`config.mk`:
```
export PLATFORM = sky130hd
export DESIGN_NAME = ama_riscv_bp_spec
export DESIGN_NICKNAME = d
export VERILOG_FILES = /design/src/rtl/ama_riscv_bp_spec_pkg.sv /design/src/rtl/ama_riscv_bp_ckpt_fifo.sv /design/src/rtl/ama_riscv_bp_spec.sv
export SDC_FILE = /design/constraint.sdc
export NUM_CORES = 1
export LEC_CHECK = 0
export ABC_CLOCK_PERIOD_IN_PS = 3450
export CAP_MARGIN = 40
export CORE_ASPECT_RATIO = 0.7
export CORE_UTILIZATION = 23
export DETAILED_ROUTE_END_ITERATION = 6
export SYNTH_ARGS = -nofsm -noshare
export SYNTH_HDL_FRONTEND = slang
export SYNTH_SLANG_ARGS = --single-unit
```
`constraint.sdc`:
```
create_clock -name clk -period 3.45 [get_ports clk]
set_input_delay 0.69 -clock clk [delete_from_list [all_inputs] [get_ports clk]]
set_output_delay 0.69 -clock clk [all_outputs]
set_load 0.05 [all_outputs]
```
`src/rtl/ama_riscv_bp_spec_pkg.sv`:
```
// rtl/ama_riscv_bp_spec_pkg.sv - shared types and sizing helpers for the speculative branch predictor
// Index scheme enum, prediction type, checkpoint entry and table sizing functions.
package ama_riscv_bp_spec_pkg;

  typedef enum logic [1:0] {
    BP_BIMODAL = 2'd0,
    BP_GLOBAL  = 2'd1,
    BP_GSELECT = 2'd2,
    BP_GSHARE  = 2'd3
  } bp_t;

  typedef enum logic {
    BR_NT = 1'b0,
    BR_T  = 1'b1
  } branch_t;

  // Checkpoints carry the widest supported index; only the low IDX_BITS are meaningful.
  localparam int unsigned IDX_W_MAX = 16;

  typedef struct packed {
    logic [IDX_W_MAX-1:0] idx;
    branch_t              pred;
  } bp_ckpt_t;

  function automatic int unsigned bp_idx_bits(input bp_t sel, input int unsigned pc_bits,
                                              input int unsigned gr_bits);
    case (sel)
      BP_BIMODAL: return pc_bits;
      BP_GLOBAL:  return gr_bits;
      BP_GSELECT: return pc_bits + gr_bits;
      default:    return (pc_bits > gr_bits) ? pc_bits : gr_bits;
    endcase
  endfunction

  function automatic int unsigned bp_cnt_max(input int unsigned cnt_bits);
    return (1 << cnt_bits) - 1;
  endfunction

  function automatic int unsigned bp_thr(input int unsigned cnt_bits);
    return (cnt_bits == 1) ? 1 : (bp_cnt_max(cnt_bits) >> 1);
  endfunction

endpackage

```
`src/rtl/ama_riscv_bp_ckpt_fifo.sv`:
```
// rtl/ama_riscv_bp_ckpt_fifo.sv - in-order checkpoint FIFO for unresolved branches
// Holds {idx, pred} per in-flight branch; clear drops every entry in one cycle.
module ama_riscv_bp_ckpt_fifo
  import ama_riscv_bp_spec_pkg::*;
#(
  parameter int unsigned DEPTH = 4
) (
  input  logic                       clk,
  input  logic                       rst_n,
  input  logic                       push,
  input  bp_ckpt_t                   push_data,
  input  logic                       pop,
  input  logic                       clear,
  output bp_ckpt_t                   head,
  output logic [$clog2(DEPTH+1)-1:0] count
);

  localparam int unsigned PW = $clog2(DEPTH);
  localparam int unsigned CW = $clog2(DEPTH+1);

  bp_ckpt_t          mem_q [DEPTH];
  logic [PW-1:0]     wr_ptr_q, rd_ptr_q;
  logic [CW-1:0]     count_q, count_d;
  logic              push_ok, pop_ok;

  assign push_ok = push && (count_q != CW'(DEPTH));
  assign pop_ok  = pop && (count_q != '0);
  assign count_d = count_q + CW'(push_ok) - CW'(pop_ok);

  always_ff @(posedge clk or negedge rst_n) begin
    if (!rst_n) begin
      wr_ptr_q <= '0;
      rd_ptr_q <= '0;
      count_q  <= '0;
    end else if (clear) begin
      wr_ptr_q <= '0;
      rd_ptr_q <= '0;
      count_q  <= '0;
    end else begin
      if (push_ok) wr_ptr_q <= wr_ptr_q + 1'b1;
      if (pop_ok)  rd_ptr_q <= rd_ptr_q + 1'b1;
      count_q <= count_d;
    end
  end

  // Storage needs no reset: count gates every read that matters.
  always_ff @(posedge clk) begin
    if (push_ok && !clear) mem_q[wr_ptr_q] <= push_data;
  end

  assign head  = mem_q[rd_ptr_q];
  assign count = count_q;

endmodule

```
`src/rtl/ama_riscv_bp_spec.sv`:
```
// rtl/ama_riscv_bp_spec.sv - multi-in-flight speculative branch predictor (stats under BP_STATS_EN)
// Predicts at decode, checkpoints {idx, pred}, trains in order at resolve, repairs sgr on kill.
module ama_riscv_bp_spec
  import ama_riscv_bp_spec_pkg::*;
#(
  parameter int unsigned PC_BITS     = 5,
  parameter int unsigned CNT_BITS    = 2,
  parameter int unsigned GR_BITS     = 5,
  parameter int unsigned DEPTH       = 4,
  parameter bp_t         BP_TYPE_SEL = BP_GSHARE
) (
  input  logic                       clk,
  input  logic                       rst_n,
  input  logic                       req_valid,
  output logic                       req_ready,
  input  logic [31:0]                req_pc,
  output branch_t                    pred,
  input  logic                       res_valid,
  input  logic                       res_taken,
  input  logic                       flush,
  output logic                       mispred,
  output logic [$clog2(DEPTH+1)-1:0] inflight,
  output logic [31:0]                stat_res,
  output logic [31:0]                stat_mis
);

  localparam int unsigned IDX_BITS = bp_idx_bits(BP_TYPE_SEL, PC_BITS, GR_BITS);
  localparam int unsigned TBL      = 1 << IDX_BITS;
  localparam int unsigned CW       = $clog2(DEPTH+1);
  localparam logic [CNT_BITS-1:0] CNT_MAX_V = CNT_BITS'(bp_cnt_max(CNT_BITS));
  localparam logic [CNT_BITS-1:0] THR_V     = CNT_BITS'(bp_thr(CNT_BITS));

  logic [CNT_BITS-1:0] cnt_q [TBL];
  logic [GR_BITS-1:0]  sgr_q, sgr_d, cgr_q, cgr_d;
  logic [PC_BITS-1:0]  pc_part;
  logic [IDX_BITS-1:0] req_idx, upd_idx;
  logic [CNT_BITS-1:0] cnt_cur, cnt_nxt;
  bp_ckpt_t            push_ckpt, head;
  logic                res_fire, kill, accept;
  logic                unused_bits;

  assign pc_part = req_pc[PC_BITS+1:2];

  generate
    if (BP_TYPE_SEL == BP_BIMODAL) begin : g_bimodal
      assign req_idx = pc_part;
    end else if (BP_TYPE_SEL == BP_GLOBAL) begin : g_global
      assign req_idx = sgr_q;
    end else if (BP_TYPE_SEL == BP_GSELECT) begin : g_gselect
      assign req_idx = {pc_part, sgr_q};
    end else begin : g_gshare
      localparam int unsigned SH = (PC_BITS > GR_BITS) ? (PC_BITS - GR_BITS) : 0;
      assign req_idx = IDX_BITS'(pc_part) ^ (IDX_BITS'(sgr_q) << SH);
    end
  endgenerate

  assign pred      = branch_t'(cnt_q[req_idx] >= THR_V);
  assign req_ready = (inflight != CW'(DEPTH));
  assign res_fire  = res_valid && (inflight != '0);
  assign mispred   = res_fire && (res_taken != logic'(head.pred));
  assign kill      = mispred || flush;
  assign accept    = req_valid && req_ready && !kill;

  always_comb begin
    push_ckpt                    = '0;
    push_ckpt.idx[IDX_BITS-1:0]  = req_idx;
    push_ckpt.pred               = pred;
  end

  ama_riscv_bp_ckpt_fifo #(.DEPTH(DEPTH)) u_ckpt_fifo (
    .clk       (clk),
    .rst_n     (rst_n),
    .push      (accept),
    .push_data (push_ckpt),
    .pop       (res_fire),
    .clear     (kill),
    .head      (head),
    .count     (inflight)
  );

  assign upd_idx = head.idx[IDX_BITS-1:0];
  assign cnt_cur = cnt_q[upd_idx];

  always_comb begin
    cnt_nxt = cnt_cur;
    if (res_taken && (cnt_cur != CNT_MAX_V))  cnt_nxt = cnt_cur + 1'b1;
    else if (!res_taken && (cnt_cur != '0))  cnt_nxt = cnt_cur - 1'b1;
  end

  // A kill always rebuilds sgr from the post-resolve committed history.
  always_comb begin
    cgr_d = res_fire ? {cgr_q[GR_BITS-2:0], res_taken} : cgr_q;
    sgr_d = sgr_q;
    if (kill)        sgr_d = cgr_d;
    else if (accept) sgr_d = {sgr_q[GR_BITS-2:0], logic'(pred)};
  end

  always_ff @(posedge clk or negedge rst_n) begin
    if (!rst_n) begin
      for (int i = 0; i < TBL; i++) cnt_q[i] <= THR_V;
      sgr_q <= '0;
      cgr_q <= '0;
    end else begin
      sgr_q <= sgr_d;
      cgr_q <= cgr_d;
      if (res_fire) cnt_q[upd_idx] <= cnt_nxt;
    end
  end

`ifdef BP_STATS_EN
  logic [31:0] stat_res_q, stat_mis_q;

  always_ff @(posedge clk or negedge rst_n) begin
    if (!rst_n) begin
      stat_res_q <= '0;
      stat_mis_q <= '0;
    end else begin
      if (res_fire) stat_res_q <= stat_res_q + 32'd1;
      if (mispred)  stat_mis_q <= stat_mis_q + 32'd1;
    end
  end

  assign stat_res = stat_res_q;
  assign stat_mis = stat_mis_q;
`else
  assign stat_res = '0;
  assign stat_mis = '0;
`endif

  assign unused_bits = ^{req_pc[31:PC_BITS+2], req_pc[1:0], head.idx[IDX_W_MAX-1:IDX_BITS]};

endmodule

```
== Yosys cells after proc, flatten, opt, wreduce, memory -nomap -nowiden ==
Memories as Yosys holds them, arrays and structs flattened.
Index checks and enable logic that the tools add are counted.

* $add $sub $neg: 6
* Magnitude comparators: 4
* Equal/unequal tests: 3
* Muxes and demuxes: 21
* Bitwise operators: 3
* Reductions and logical operators: 18

{| class="wikitable"
|+ Operators with widths
! cell !! count
|-
| 64-bit bitwise mux || 1
|-
| 2-bit 2-to-1 mux || 11
|-
| 2-bit binary-select mux with 5-bit select || 2
|-
| 5-bit 2-to-1 mux || 3
|-
| 6-bit greater-or-equal comparator (second input constant) || 2
|-
| 5-bit inverter with 6-bit output || 2
|-
| 2-bit demux with 5-bit select || 1
|-
| 1-bit logical AND || 10
|-
| 2-bit nonzero test || 4
|-
| 2-bit by 1-bit adder with 2-bit output (second input constant) || 3
|-
| 6-bit by 1-bit less-than comparator with 1-bit output (second input constant) || 1
|-
| 5-bit XOR || 1
|-
| 3-bit by 1-bit adder with 3-bit output || 1
|-
| 3-bit 2-to-1 mux || 1
|-
| 3-bit inequality test (second input constant) || 1
|-
| 3-bit nonzero test || 1
|-
| 3-bit by 1-bit subtractor with 3-bit output || 1
|-
| 2-bit by 1-bit greater-or-equal comparator with 1-bit output (second input constant) || 1
|-
| 1-bit zero test || 2
|-
| 1-bit 2-to-1 mux || 2
|-
| 2-bit inequality test (second input constant) || 1
|-
| 2-bit by 1-bit subtractor with 2-bit output (second input constant) || 1
|-
| 1-bit logical OR || 1
|-
| 1-bit inequality test || 1
|}

* Register bits after elaboration: 81
* RAM bits: 24
* Input port bits: 38
* Output and inout bits: 70
* Word-level logic and storage cells: 93
* Memories: 1

{| class="wikitable"
|+ Memory list
! memory !! words !! width !! rd ports !! clocked after Yosys merged registers in !! write ports !! line !! source
|-
| u_ckpt_fifo.mem_q || 4 || 6 || 1 || 0 || 1 || ama_riscv_bp_ckpt_fifo.sv:21 || <nowiki>bp_ckpt_t mem_q [DEPTH];</nowiki>
|}

== Longest topological paths before layout ==
* Depth after elaboration: 10
* Gate-level depth with buffers: 15
* Mapped depth without buffers: 11

== Modules after synthesis ==
Synthesis repeated with hierarchy kept, for this count alone.

* Cell total of the unflattened synthesis: 544
* Area total of the unflattened synthesis: 7,749.9 um^2

{| class="wikitable"
|+ Modules (own cells, without submodules)
! module !! instances !! cells each !! area each (um^2) !! seq. area each (um^2)
|-
| ama_riscv_bp_spec || 1 || 410 || 4,790.8 || 1,891.8
|-
| ama_riscv_bp_ckpt_fifo || 1 || 134 || 2,959.1 || 2,217.1
|}

== Worst setup path after synthesis ==
OpenSTA, ideal clock, no wires.

* Path kind: input -> output
* Start: in req_pc[3]
* End: out pred
* Arrival time: 3.375 ns
* Required time: 2.760 ns
* Slack: -0.615 ns
* Cell stages on the path: 4
* Path buffers: 0
* Cells stage by stage: xor2_1 mux4_2 mux4_2 mux2i_1

* Cells in the longest elaborated chain, start to end: 6

{| class="wikitable"
|+ Ends and longest elaborated chain
! what !! line !! source
|-
| start, declared || ama_riscv_bp_spec.sv:16 || <nowiki>input logic [31:0] req_pc,</nowiki>
|-
| 5-bit XOR || ama_riscv_bp_spec.sv:53 || <nowiki>assign req_idx = IDX_BITS'(pc_part) ^ (IDX_BITS'(sgr_q) << SH);</nowiki>
|-
| 5-bit inverter with 6-bit output (not written as such) || ama_riscv_bp_spec.sv:57 || <nowiki>assign pred = branch_t'(cnt_q[req_idx] >= THR_V);</nowiki>
|-
| 2-bit binary-select mux with 5-bit select || ama_riscv_bp_spec.sv:57 ||
|-
| 2-bit 2-to-1 mux (not written as such) (2 in series) || ama_riscv_bp_spec.sv:57 ||
|-
| 2-bit by 1-bit greater-or-equal comparator with 1-bit output || ama_riscv_bp_spec.sv:57 ||
|-
| end, declared || ama_riscv_bp_spec.sv:17 || <nowiki>output branch_t pred,</nowiki>
|}

Every way passes these cells. The select of a mux whose other input is x is not followed.

== Worst setup path after layout ==
* Start: in req_pc[3]
* End: out pred

* Cells in the longest elaborated chain, start to end: 6

{| class="wikitable"
|+ Ends and longest elaborated chain
! what !! line !! source
|-
| 5-bit XOR || ama_riscv_bp_spec.sv:53 ||
|-
| via req_idx[1] || ama_riscv_bp_spec.sv:36 || <nowiki>logic [IDX_BITS-1:0] req_idx, upd_idx;</nowiki>
|-
| 5-bit inverter with 6-bit output (not written as such) || ama_riscv_bp_spec.sv:57 ||
|-
| 2-bit binary-select mux with 5-bit select || ama_riscv_bp_spec.sv:57 ||
|-
| 2-bit 2-to-1 mux (not written as such) (2 in series) || ama_riscv_bp_spec.sv:57 ||
|-
| 2-bit by 1-bit greater-or-equal comparator with 1-bit output || ama_riscv_bp_spec.sv:57 ||
|}

The timed path passes the listed nets, and every way through them passes these cells. The select of a mux whose other input is x is not followed.

==> results.json <==
{
  "hold_ws_ns": 0.279,
  "grt_max_degree": 35,
  "boundaryPins": 108,
  "synth-edff-count": 24,
  "n_antenna_cell": 0,
  "coreArea_um2": 24900,
  "avgSynthCellArea_um2": 10.6,
  "synth.top_cell.area_share_pct": 20.7,
  "die-area_um2": 26400,
  "rsz0062_at_grt": "false",
  "maxCapViolCount": 0,
  "path_clk_slew_ns": 0.07,
  "clockBufferDepth": 2,
  "crit_family": "multiplexers",
  "worstPathMaxFanout": 3,
  "setup_slack_ns": 0.0628,
  "crit_path_start_kind": "input pin",
  "synth-compound-area-share_pct": 8.14,
  "ys_ff_latch": 105,
  "worstSetupPathType": "input pin to primary output",
  "yosysSeqAreaShare_pct": 47.1,
  "p_int_mw": 4.39,
  "yosys-top-cells-area": "dfrtp_1, dfstp_2, edfxtp_1",
  "drive_gt1_share_pct": 22.2,
  "slowest_delay_ns": 0.53,
  "crit_end": "pred",
  "cp_slowest_cell": "mux4_2",
  "synth_area_um2": 5920,
  "tightest_slew_ns": 0.632,
  "synth_mux_area_share_pct": 16.5,
  "cp.depth": 7,
  "avgViaCountPerCell": 4.29,
  "clkLatencyLatePin_ns": 0.35,
  "grt.total_usage_pct": 10.9,
  "path_cells": "clkdlybuf4s15_1 -> xor2_2 -> buf_4 -> mux4_2 -> mux4_2 -> mux2i_4 -> buf_12",
  "clk_root_buffer_cell": "clkbuf_16",
  "hold_path.class": "input pin to async pin",
  "place_inst": 910,
  "clock_skew_ns": 0.00655,
  "startpoint": "req_pc[3]",
  "post-route-min-period_ns": 3.39,
  "routed_wl_um": 13800,
  "hold_buffers": 0,
  "ys_warn_count": 0,
  "cp_num_buf_inv": 3,
  "routedWlPerCell_um": 14.9,
  "place_hpwl_um": 10200,
  "pwr-share-seq_pct": 29.0,
  "ant_nets": 0,
  "switchingPower_mw": 3.58,
  "cpMostUsedCell": "mux4_2",
  "synth_top_family_by_area": "multiplexers",
  "report.final.slew_viol_count": 0,
  "grt_pass1_vias": 3727,
  "drc_errors": 0,
  "nNetsFinal": 645,
  "crit_path_end_kind": "primary output",
  "antenna_found_initial": 0,
  "cts_made_buffers": 9,
  "area_growth_pct": 14.6,
  "die_h_um": 136,
  "dp_slack_ns": -0.301,
  "fp-row-count": 48,
  "cts_tree": "done",
  "synth_ff_type": "dfrtp_1",
  "via_count": 3985,
  "synth_xor_area_share_pct": 1.90,
  "synth-simple-area-share_pct": 12.7,
  "critical_path_arrival_ns": 2.70,
  "slew_headroom_pct": 57.8,
  "ys_types": 39,
  "htreeDepth": 3,
  "swShare_pct": 44.9,
  "async_flop_share_pct": 77.1,
  "cp.required_ns": 2.76,
  "gp_congestion": 0.798,
  "port_buffers": 16,
  "grt_pass1_wl_um": 21800,
  "pwr-share-clk_pct": 11.8,
  "synth_top_area_cell": "dfrtp_1",
  "r2r.worst_path.cells": 10,
  "final_hold_viol_count": 0,
  "powerDensity_nw_per_um2": 1170,
  "peakVddDrop_uv": 843,
  "drt_iter0_drc": 234,
  "drtPass1Iterations": 5,
  "worst_r2r_endpoint": "cnt_q[28]",
  "reg2reg_setup_slack_ns": 0.15,
  "initial_core_util_pct": 23.7,
  "reg2reg_from": "u_ckpt_fifo.rd_ptr_q[0]",
  "power_frac_comb_pct": 59.2,
  "cts.sinks": 105,
  "yosysMostFrequentCell": "nor2_1",
  "fp.dieW_um": 194,
  "grt-ovfl-total": 0,
  "synth_fa_ha_area_share_pct": 2.03,
  "fin_crit_sh_pct": 98.2,
  "synthTopCellsByCount": "nor2_1, buf_4, dfrtp_1, mux2i_1, a31oi_1",
  "finalSetupViolations": 0,
  "max_freq_mhz": 295,
  "finalNonFillerCells": 928,
  "power.leakage_nw": 2.80,
  "status": "finished clean",
  "synthCells": 559
}
==> logic make-up after synthesis <==
kind of cell	count (synthesis)
XOR/XNOR	12
multiplexers	76
AO/OA/AOI/OAI	77
AND/OR/NAND/NOR	181
buffers and inverters	98
flip-flops	105
adder cells (fa/ha/maj)	9
other	1
==> worst reg2reg max path: stages, from the launching register on <==
cell     delay [ns]
dfrtp_1        0.39
buf_6          0.16
mux4_2         0.62
or3_1          0.54
o22ai_1        0.29
nor4_4         0.10
ha_1           0.20
mux2_2         0.32
xor2_4         0.18
buf_12         0.15
o31ai_1        0.24
==> worst min path at each step <==
| stage | endpoint |
|---|---|
| final | cnt_q[27] |
| after global routing | cnt_q[27] |
| after CTS | cnt_q[27] |
| after detailed placement | cgr_q[4] |
| after global placement | cgr_q[4] |
| after floorplan | cgr_q[0] |
==> metal layers <==
layer / vias up / part of all wire (%) / track usage [%]
met5: - / 0 / 0
met4: 0 / 1.1 / 3.60
met3: 9 / 5.1 / 1.86
met2: 101 / 42 / 14.8
met1: 1992 / 52 / 16.8
li1: 1883 / - / -
==> flip-flops by register name, summed over array words and instances, names as in the netlist <==
| register | cells |
|---|---|
| cgr_q | 5 |
| u_ckpt_fifo.mem_q | 24 |
| u_ckpt_fifo.count | 3 |
| u_ckpt_fifo.rd_ptr_q | 2 |
| u_ckpt_fifo.wr_ptr_q | 2 |
| cnt_q | 64 |
| sgr_q | 5 |
==> power by group through the flow <==
stage          registers, mW  clock network (mW)  logic (mW)
2_1_floorplan           2.24                   0        3.10
3_3_place_gp            2.31                   0        4.51
3_5_place_dp            2.33                   0        4.57
4_1_cts                 2.31               0.960        4.62
5_1_grt                 2.39                1.01        5.05
6_report                2.31               0.943        4.71
==> what timing repair did <==
action | CTS | global route
resized for setup | 3 | 7
pin swaps | 1 | 3
buffers inserted | 1 | 1
endpoints found under the setup margin | 1 | 27
==> layout by cell type, fill, tap and decap left out, types with 9 or more instances in the layout <==
master and count:
conb_1 64, a21oi_1 21, clkbuf_16 9, edfxtp_1 24
mux2_2 11, inv_1 10, dfrtp_1 49, clkdlybuf4s50_1 11
nand2_1 24, mux4_2 15, a31oi_1 32, nor2_1 139
mux2i_1 46, dfstp_2 32, buf_4 30, a21oi_2 10
==> stage by stage <==
step	area, um2	util (%)	power (mW)	setup TNS, ns
floorplan	6180	-	5.34	-0.0565
global placement	6460	25.9	6.82	-0.279
detailed placement	6460	25.9	6.89	-0.301
CTS	6740	27.0	7.89	0
global route	6780	27.2	8.45	0
finish	6780	27.2	7.96	0
==> layout make-up <==
class	count	area, um2
clock inverters	6	35.0
repair buffers	52	526
well taps	325	407
flip-flops and latches	105	2790
fillers	2636	18100
clock buffers	10	229
multi-input cells	419	2760
inverters	11	41.3
(Power assumes the default switching activity.)
